===== config.mk =====
export PLATFORM = sky130hd
export DESIGN_NAME = uart_tx_fifo
export DESIGN_NICKNAME = d
export VERILOG_FILES = /design/src/rtl/uart_tx_fifo.sv
export SDC_FILE = /design/constraint.sdc
export NUM_CORES = 1
export LEC_CHECK = 0
export BUFFER_PORTS_ARGS = -buffer_cell sky130_fd_sc_hd__clkbuf_2
export CORE_UTILIZATION = 50
export CTS_BUF_LIST = sky130_fd_sc_hd__clkbuf_2
export CTS_CLUSTER_SIZE = 24
export DETAILED_ROUTE_END_ITERATION = 8
export PLACE_DENSITY = 0.74
export SLEW_MARGIN = 20
export SYNTH_ARGS = -nofsm -noshare
export SYNTH_HDL_FRONTEND = slang
export SYNTH_SLANG_ARGS = --single-unit

===== constraint.sdc =====
create_clock -name clk -period 3.23 [get_ports clk]
set_clock_uncertainty 0.1 [all_clocks]
set_input_delay 0.4845 -clock clk [delete_from_list [all_inputs] [get_ports clk]]
set_output_delay 0.4845 -clock clk [all_outputs]
set_load 0.1 [all_outputs]

===== src/rtl/uart_tx_fifo.sv =====
// uart_tx_fifo: byte FIFO feeding a UART transmitter through a small request
// sequencer. Each queued byte is popped into a holding register, announced
// with a one-clock tx_req pulse, and the sequencer then waits for tx_busy to
// rise and fall before it pops the next byte. If the transmitter never raises
// tx_busy, the same held byte is re-requested after BUSY_TO clocks.
module uart_tx_fifo #(
  parameter int DEPTH   = 8,
  parameter int AW      = 3,
  parameter int BUSY_TO = 15
) (
  input  logic          clk,
  input  logic          rst,
  input  logic          wr_en,
  input  logic [7:0]    wr_data,
  input  logic          flush,
  input  logic          clr_ovf,
  input  logic          tx_busy,
  output logic [7:0]    tx_data,
  output logic          tx_req,
  output logic          full,
  output logic          empty,
  output logic [AW:0]   count,
  output logic          overflow,
  output logic          idle
);

  // Timeout counter must be able to hold the value BUSY_TO itself.
  localparam int TW = (BUSY_TO < 1) ? 1 : $clog2(BUSY_TO + 1);
  localparam logic [TW-1:0] TMO_MAX = TW'(BUSY_TO);
  localparam logic [AW:0]   CNT_FULL = (AW+1)'(DEPTH);

  typedef enum logic [1:0] {
    S_IDLE  = 2'd0,
    S_REQ   = 2'd1,
    S_WAITB = 2'd2,
    S_DONE  = 2'd3
  } state_t;

  logic [7:0]    mem_r [DEPTH];
  logic [AW-1:0] wptr_r;
  logic [AW-1:0] rptr_r;
  logic [AW:0]   count_r;
  logic [AW:0]   count_s;
  logic          ovf_r;
  logic [7:0]    tx_data_r;
  logic          tx_req_r;
  state_t        state_r;
  state_t        state_s;
  logic [TW-1:0] tmo_r;
  logic [TW-1:0] tmo_s;
  logic          req_set_s;

  logic          full_s;
  logic          empty_s;
  logic          wr_ok_s;
  logic          ovf_set_s;
  logic          pop_s;

  assign full_s    = (count_r == CNT_FULL);
  assign empty_s   = (count_r == {(AW+1){1'b0}});
  // A flush discards the same-cycle write silently and suppresses the pop,
  // so the pointers stay consistent when wptr is pulled back to rptr.
  assign wr_ok_s   = wr_en && !full_s && !flush;
  assign ovf_set_s = wr_en &&  full_s && !flush;
  assign pop_s     = (state_r == S_IDLE) && !empty_s && !flush;

  // Occupancy update: simultaneous write and pop leave the count unchanged.
  always_comb begin
    count_s = count_r;
    case ({wr_ok_s, pop_s})
      2'b10:   count_s = count_r + (AW+1)'(1'b1);
      2'b01:   count_s = count_r - (AW+1)'(1'b1);
      default: count_s = count_r;
    endcase
  end

  // Storage array write port; contents need no reset since count gates reads.
  always_ff @(posedge clk) begin
    if (wr_ok_s) begin
      mem_r[wptr_r] <= wr_data;
    end
  end

  // Pointers, occupancy, sticky overflow and the held transmit byte.
  always_ff @(posedge clk or posedge rst) begin
    if (rst) begin
      wptr_r    <= {AW{1'b0}};
      rptr_r    <= {AW{1'b0}};
      count_r   <= {(AW+1){1'b0}};
      ovf_r     <= 1'b0;
      tx_data_r <= 8'h00;
    end else begin
      if (flush) begin
        wptr_r  <= rptr_r;
        count_r <= {(AW+1){1'b0}};
      end else begin
        if (wr_ok_s) begin
          wptr_r <= wptr_r + AW'(1'b1);
        end
        count_r <= count_s;
      end
      if (pop_s) begin
        rptr_r    <= rptr_r + AW'(1'b1);
        tx_data_r <= mem_r[rptr_r];
      end
      // An overflowing write beats a same-cycle clear.
      if (ovf_set_s) begin
        ovf_r <= 1'b1;
      end else if (clr_ovf) begin
        ovf_r <= 1'b0;
      end
    end
  end

  // Sequencer next-state, request and timeout-counter decode.
  always_comb begin
    state_s   = state_r;
    tmo_s     = tmo_r;
    req_set_s = 1'b0;
    case (state_r)
      S_IDLE: begin
        if (pop_s) begin
          req_set_s = 1'b1;
          state_s   = S_REQ;
        end else begin
          state_s   = S_IDLE;
        end
      end
      S_REQ: begin
        tmo_s   = {TW{1'b0}};
        state_s = S_WAITB;
      end
      S_WAITB: begin
        if (tx_busy) begin
          state_s = S_DONE;
        end else if (tmo_r == TMO_MAX) begin
          // Transmitter ignored the request: re-issue the same held byte.
          req_set_s = 1'b1;
          state_s   = S_REQ;
        end else begin
          tmo_s   = tmo_r + TW'(1'b1);
        end
      end
      S_DONE: begin
        if (!tx_busy) begin
          state_s = S_IDLE;
        end else begin
          state_s = S_DONE;
        end
      end
      default: begin
        state_s = S_IDLE;
        tmo_s   = {TW{1'b0}};
      end
    endcase
  end

  // Sequencer state, timeout counter and the one-clock request register.
  always_ff @(posedge clk or posedge rst) begin
    if (rst) begin
      state_r  <= S_IDLE;
      tmo_r    <= {TW{1'b0}};
      tx_req_r <= 1'b0;
    end else begin
      state_r  <= state_s;
      tmo_r    <= tmo_s;
      tx_req_r <= req_set_s;
    end
  end

  assign tx_data  = tx_data_r;
  assign tx_req   = tx_req_r;
  assign full     = full_s;
  assign empty    = empty_s;
  assign count    = count_r;
  assign overflow = ovf_r;
  assign idle     = empty_s && (state_r == S_IDLE);

endmodule


==> results.py <==
metrics = {
    "run_status": {
        "status": "finished clean",
    },
    "clock_tree": {
        "cts_resized": 0,
        "cts_buffers": 9,
        "clk_pin_slew_ns": 0.26,
        "holdBufCountCts": 2,
        "cts_htree_levels": 3,
        "clock_latency_ns": 0.54,
        "cts_tree": "built",
        "cts_setup_buffers": 0,
        "clock_tree.root_cell": "clkbuf_2",
        "cts_buffer_depth": 2,
        "cts.sinks": 90,
    },
    "global_routing": {
        "grt_pass1_vias": 2123,
        "grt_max_degree": 22,
        "grt.total_usage_pct": 19.5,
        "antenna_found_initial": 0,
        "grt_remaining_overflow": 0,
        "grt_first_pass_wirelength_microns": 10700,
    },
    "drt": {
        "routed_wl_microns": 6800,
        "first_pass_iters": 4,
        "detail-route-antenna-nets": 0,
        "drt_iter0_markers": 137,
        "vias_per_cell": 5.48,
        "post-route-drc-count": 0,
        "wl_per_cell_microns": 17.7,
        "vias": 2104,
    },
    "timing": {
        "rsz0062_at_grt": "no",
        "maxSlewViolCount": 0,
        "hold_viol": 0,
        "fmax_mhz": 342,
        "setup_viol": 0,
        "slew_headroom_pct": 46.7,
        "worstMarginPinSlew_ns": 0.798,
        "post-route-period-util_pct": 90.7,
        "finalSetupTns_ns": 0,
        "whs_ns": 0.0801,
        "fin_ws_ns": 0.302,
        "fin_crit_ns": 2.93,
    },
    "critical_path": {
        "start_kind": "register",
        "path_class": "reg -> out",
        "crit_required_ns": 2.65,
        "worstPathMaxFanout": 8,
        "critical_path_arrival_ns": 2.34,
        "worst_setup_path_end_kind": "output pin",
    },
    "hold_path": {
        "worstHoldPathType": "in -> reg",
    },
    "yosys": {
        "netlist_instances": 236,
        "yosysWarningCount": 0,
        "synth-edff-count": 64,
        "synth_ff_type": "edfxtp_1",
        "synth_area_leader_cell": "edfxtp_1",
        "netlist.area_leader.share_pct": 50.8,
        "synth_seq_area_share_pct": 68.0,
        "syn_nets": 256,
        "synth_area_leaders": "edfxtp_1 51%, dfrtp_1 17%, mux4_2 9.5%",
        "synth_area_per_cell_sq_um": 16.0,
        "netlist_area_sq_um": 3780,
        "synth-seq-cells": 90,
        "ys_async_sr_fraction_pct": 28.9,
        "ys_types": 43,
        "yosysMostFrequentCell": "edfxtp_1",
        "synthTopCellsByCount": "64 x edfxtp_1, 26 x dfrtp_1, 17 x nor2_1",
    },
    "final_layout": {
        "area_delta_synth_final_pct": 13.3,
        "fin_nets": 300,
        "diodes": 0,
        "drive_gt1_share_pct": 32.3,
    },
    "die": {
        "chipHeight_microns": 89.0,
        "core_sq_um": 7290,
        "die_x_microns": 89.0,
        "die_area_sq_um": 7920,
        "pin_count": 31,
        "rows": 31,
        "start_util_pct": 51.9,
    },
    "place": {
        "io_buffers": 30,
        "dp_hpwl_microns": 4440,
        "place_ws_ns": 0.405,
        "gp_congestion": 0.805,
    },
    "power_and_ir_drop": {
        "combPwrFrac_pct": 43.2,
        "report.power.total_mw": 3.99,
        "ir_worst_vdd_v": 0.000590,
        "p_sw_mw": 1.81,
        "intPower_mw": 2.19,
        "pwr-share-clk_pct": 14.4,
        "swShare_pct": 45.2,
        "seqPwrFrac_pct": 42.3,
        "p_leak_nw": 1.60,
        "power.density_nw_per_um2": 931,
    },
    "flow_run": {
        "cap_violations": 0,
    },
}
-- per-layer routing --
layer	global-route usage [%]	wire (microns)
met5	0	0
met4	9.52	135
met3	3.42	250
met2	33.5	3450
met1	24.2	2970
-- layout by cell type (no fill, tap or decap), types with 3 or more instances in the layout --
master,count
a21oi_1,11
buf_4,10
clkbuf_2,39
dfrtp_1,22
edfxtp_1,64
ha_1,5
inv_1,6
inv_6,4
mux2i_1,11
mux4_2,16
nand2_1,9
nand2b_1,4
nand3_1,9
nor2_1,17
nor3_1,5
o21ai_0,7
xor2_1,3
-- power groups by stage --
stage	Combinational (mW)	Clock, mW	Sequential [mW]
final	1.73	0.577	1.69
after global routing	1.84	0.629	1.73
after CTS	1.75	0.588	1.70
after detailed placement	1.74	0	1.73
after global placement	1.71	0	1.71
after floorplan	1.01	0	2.09
-- critical path, stage by stage (launching register included) --
cell and delay [ns]:
dfrtp_4 0.58, or4_4 0.60, nor3_2 0.14, clkbuf_2 0.48
-- layout make-up --
type                    count  area, sq um
multi-input cells         129         1170
inverters                   7         31.3
clock buffers               9         45.0
repair buffers             43          265
clock inverters             7         73.8
well taps                  99          124
flip-flops and latches     90         2580
fillers                   601         3000
-- cell families after synthesis --
logic type / share of synthesized area, %
multiplexers: 13.5
XOR/XNOR: 1.88
flip-flops: 68.0
adder cells (fa/ha/maj): 2.18
AO/OA/AOI/OAI: 3.97
buffers and inverters: 1.88
AND/OR/NAND/NOR: 8.59
-- sequential cells by signal (all words and copies together), names as in the netlist --
signal    cells
count         4
mem_r        64
overflow      1
rptr_r        3
state_r       2
tmo_r         4
tx_data       8
tx_req        1
wptr_r        3
-- through the flow --
step | instances | utilization [%] | instance area (sq um)
after floorplan | 236 | - | 3800
after global placement | 366 | 56.9 | 4150
after detailed placement | 366 | 56.9 | 4150
after CTS | 384 | 58.8 | 4290
after global routing | 384 | 58.8 | 4290
final | 384 | 58.8 | 4290
-- path summary, 6_finish.rpt --
kind	start	end	slack, ns	cells after the start
max in group asynchronous	rst	tx_data[0]	1.89	4
worst max register to register	count[0]	count[3]	0.37	9
min in group asynchronous	rst	tmo_r[3]	0.47	3
worst max-delay path	count[0]	idle	0.30	3
worst min register to register	tx_data[7]	tx_data[7]	0.46	2
worst min-delay path	wr_data[6]	mem_r[5][6]	0.08	1
Power figures use the tool's default switching activity.
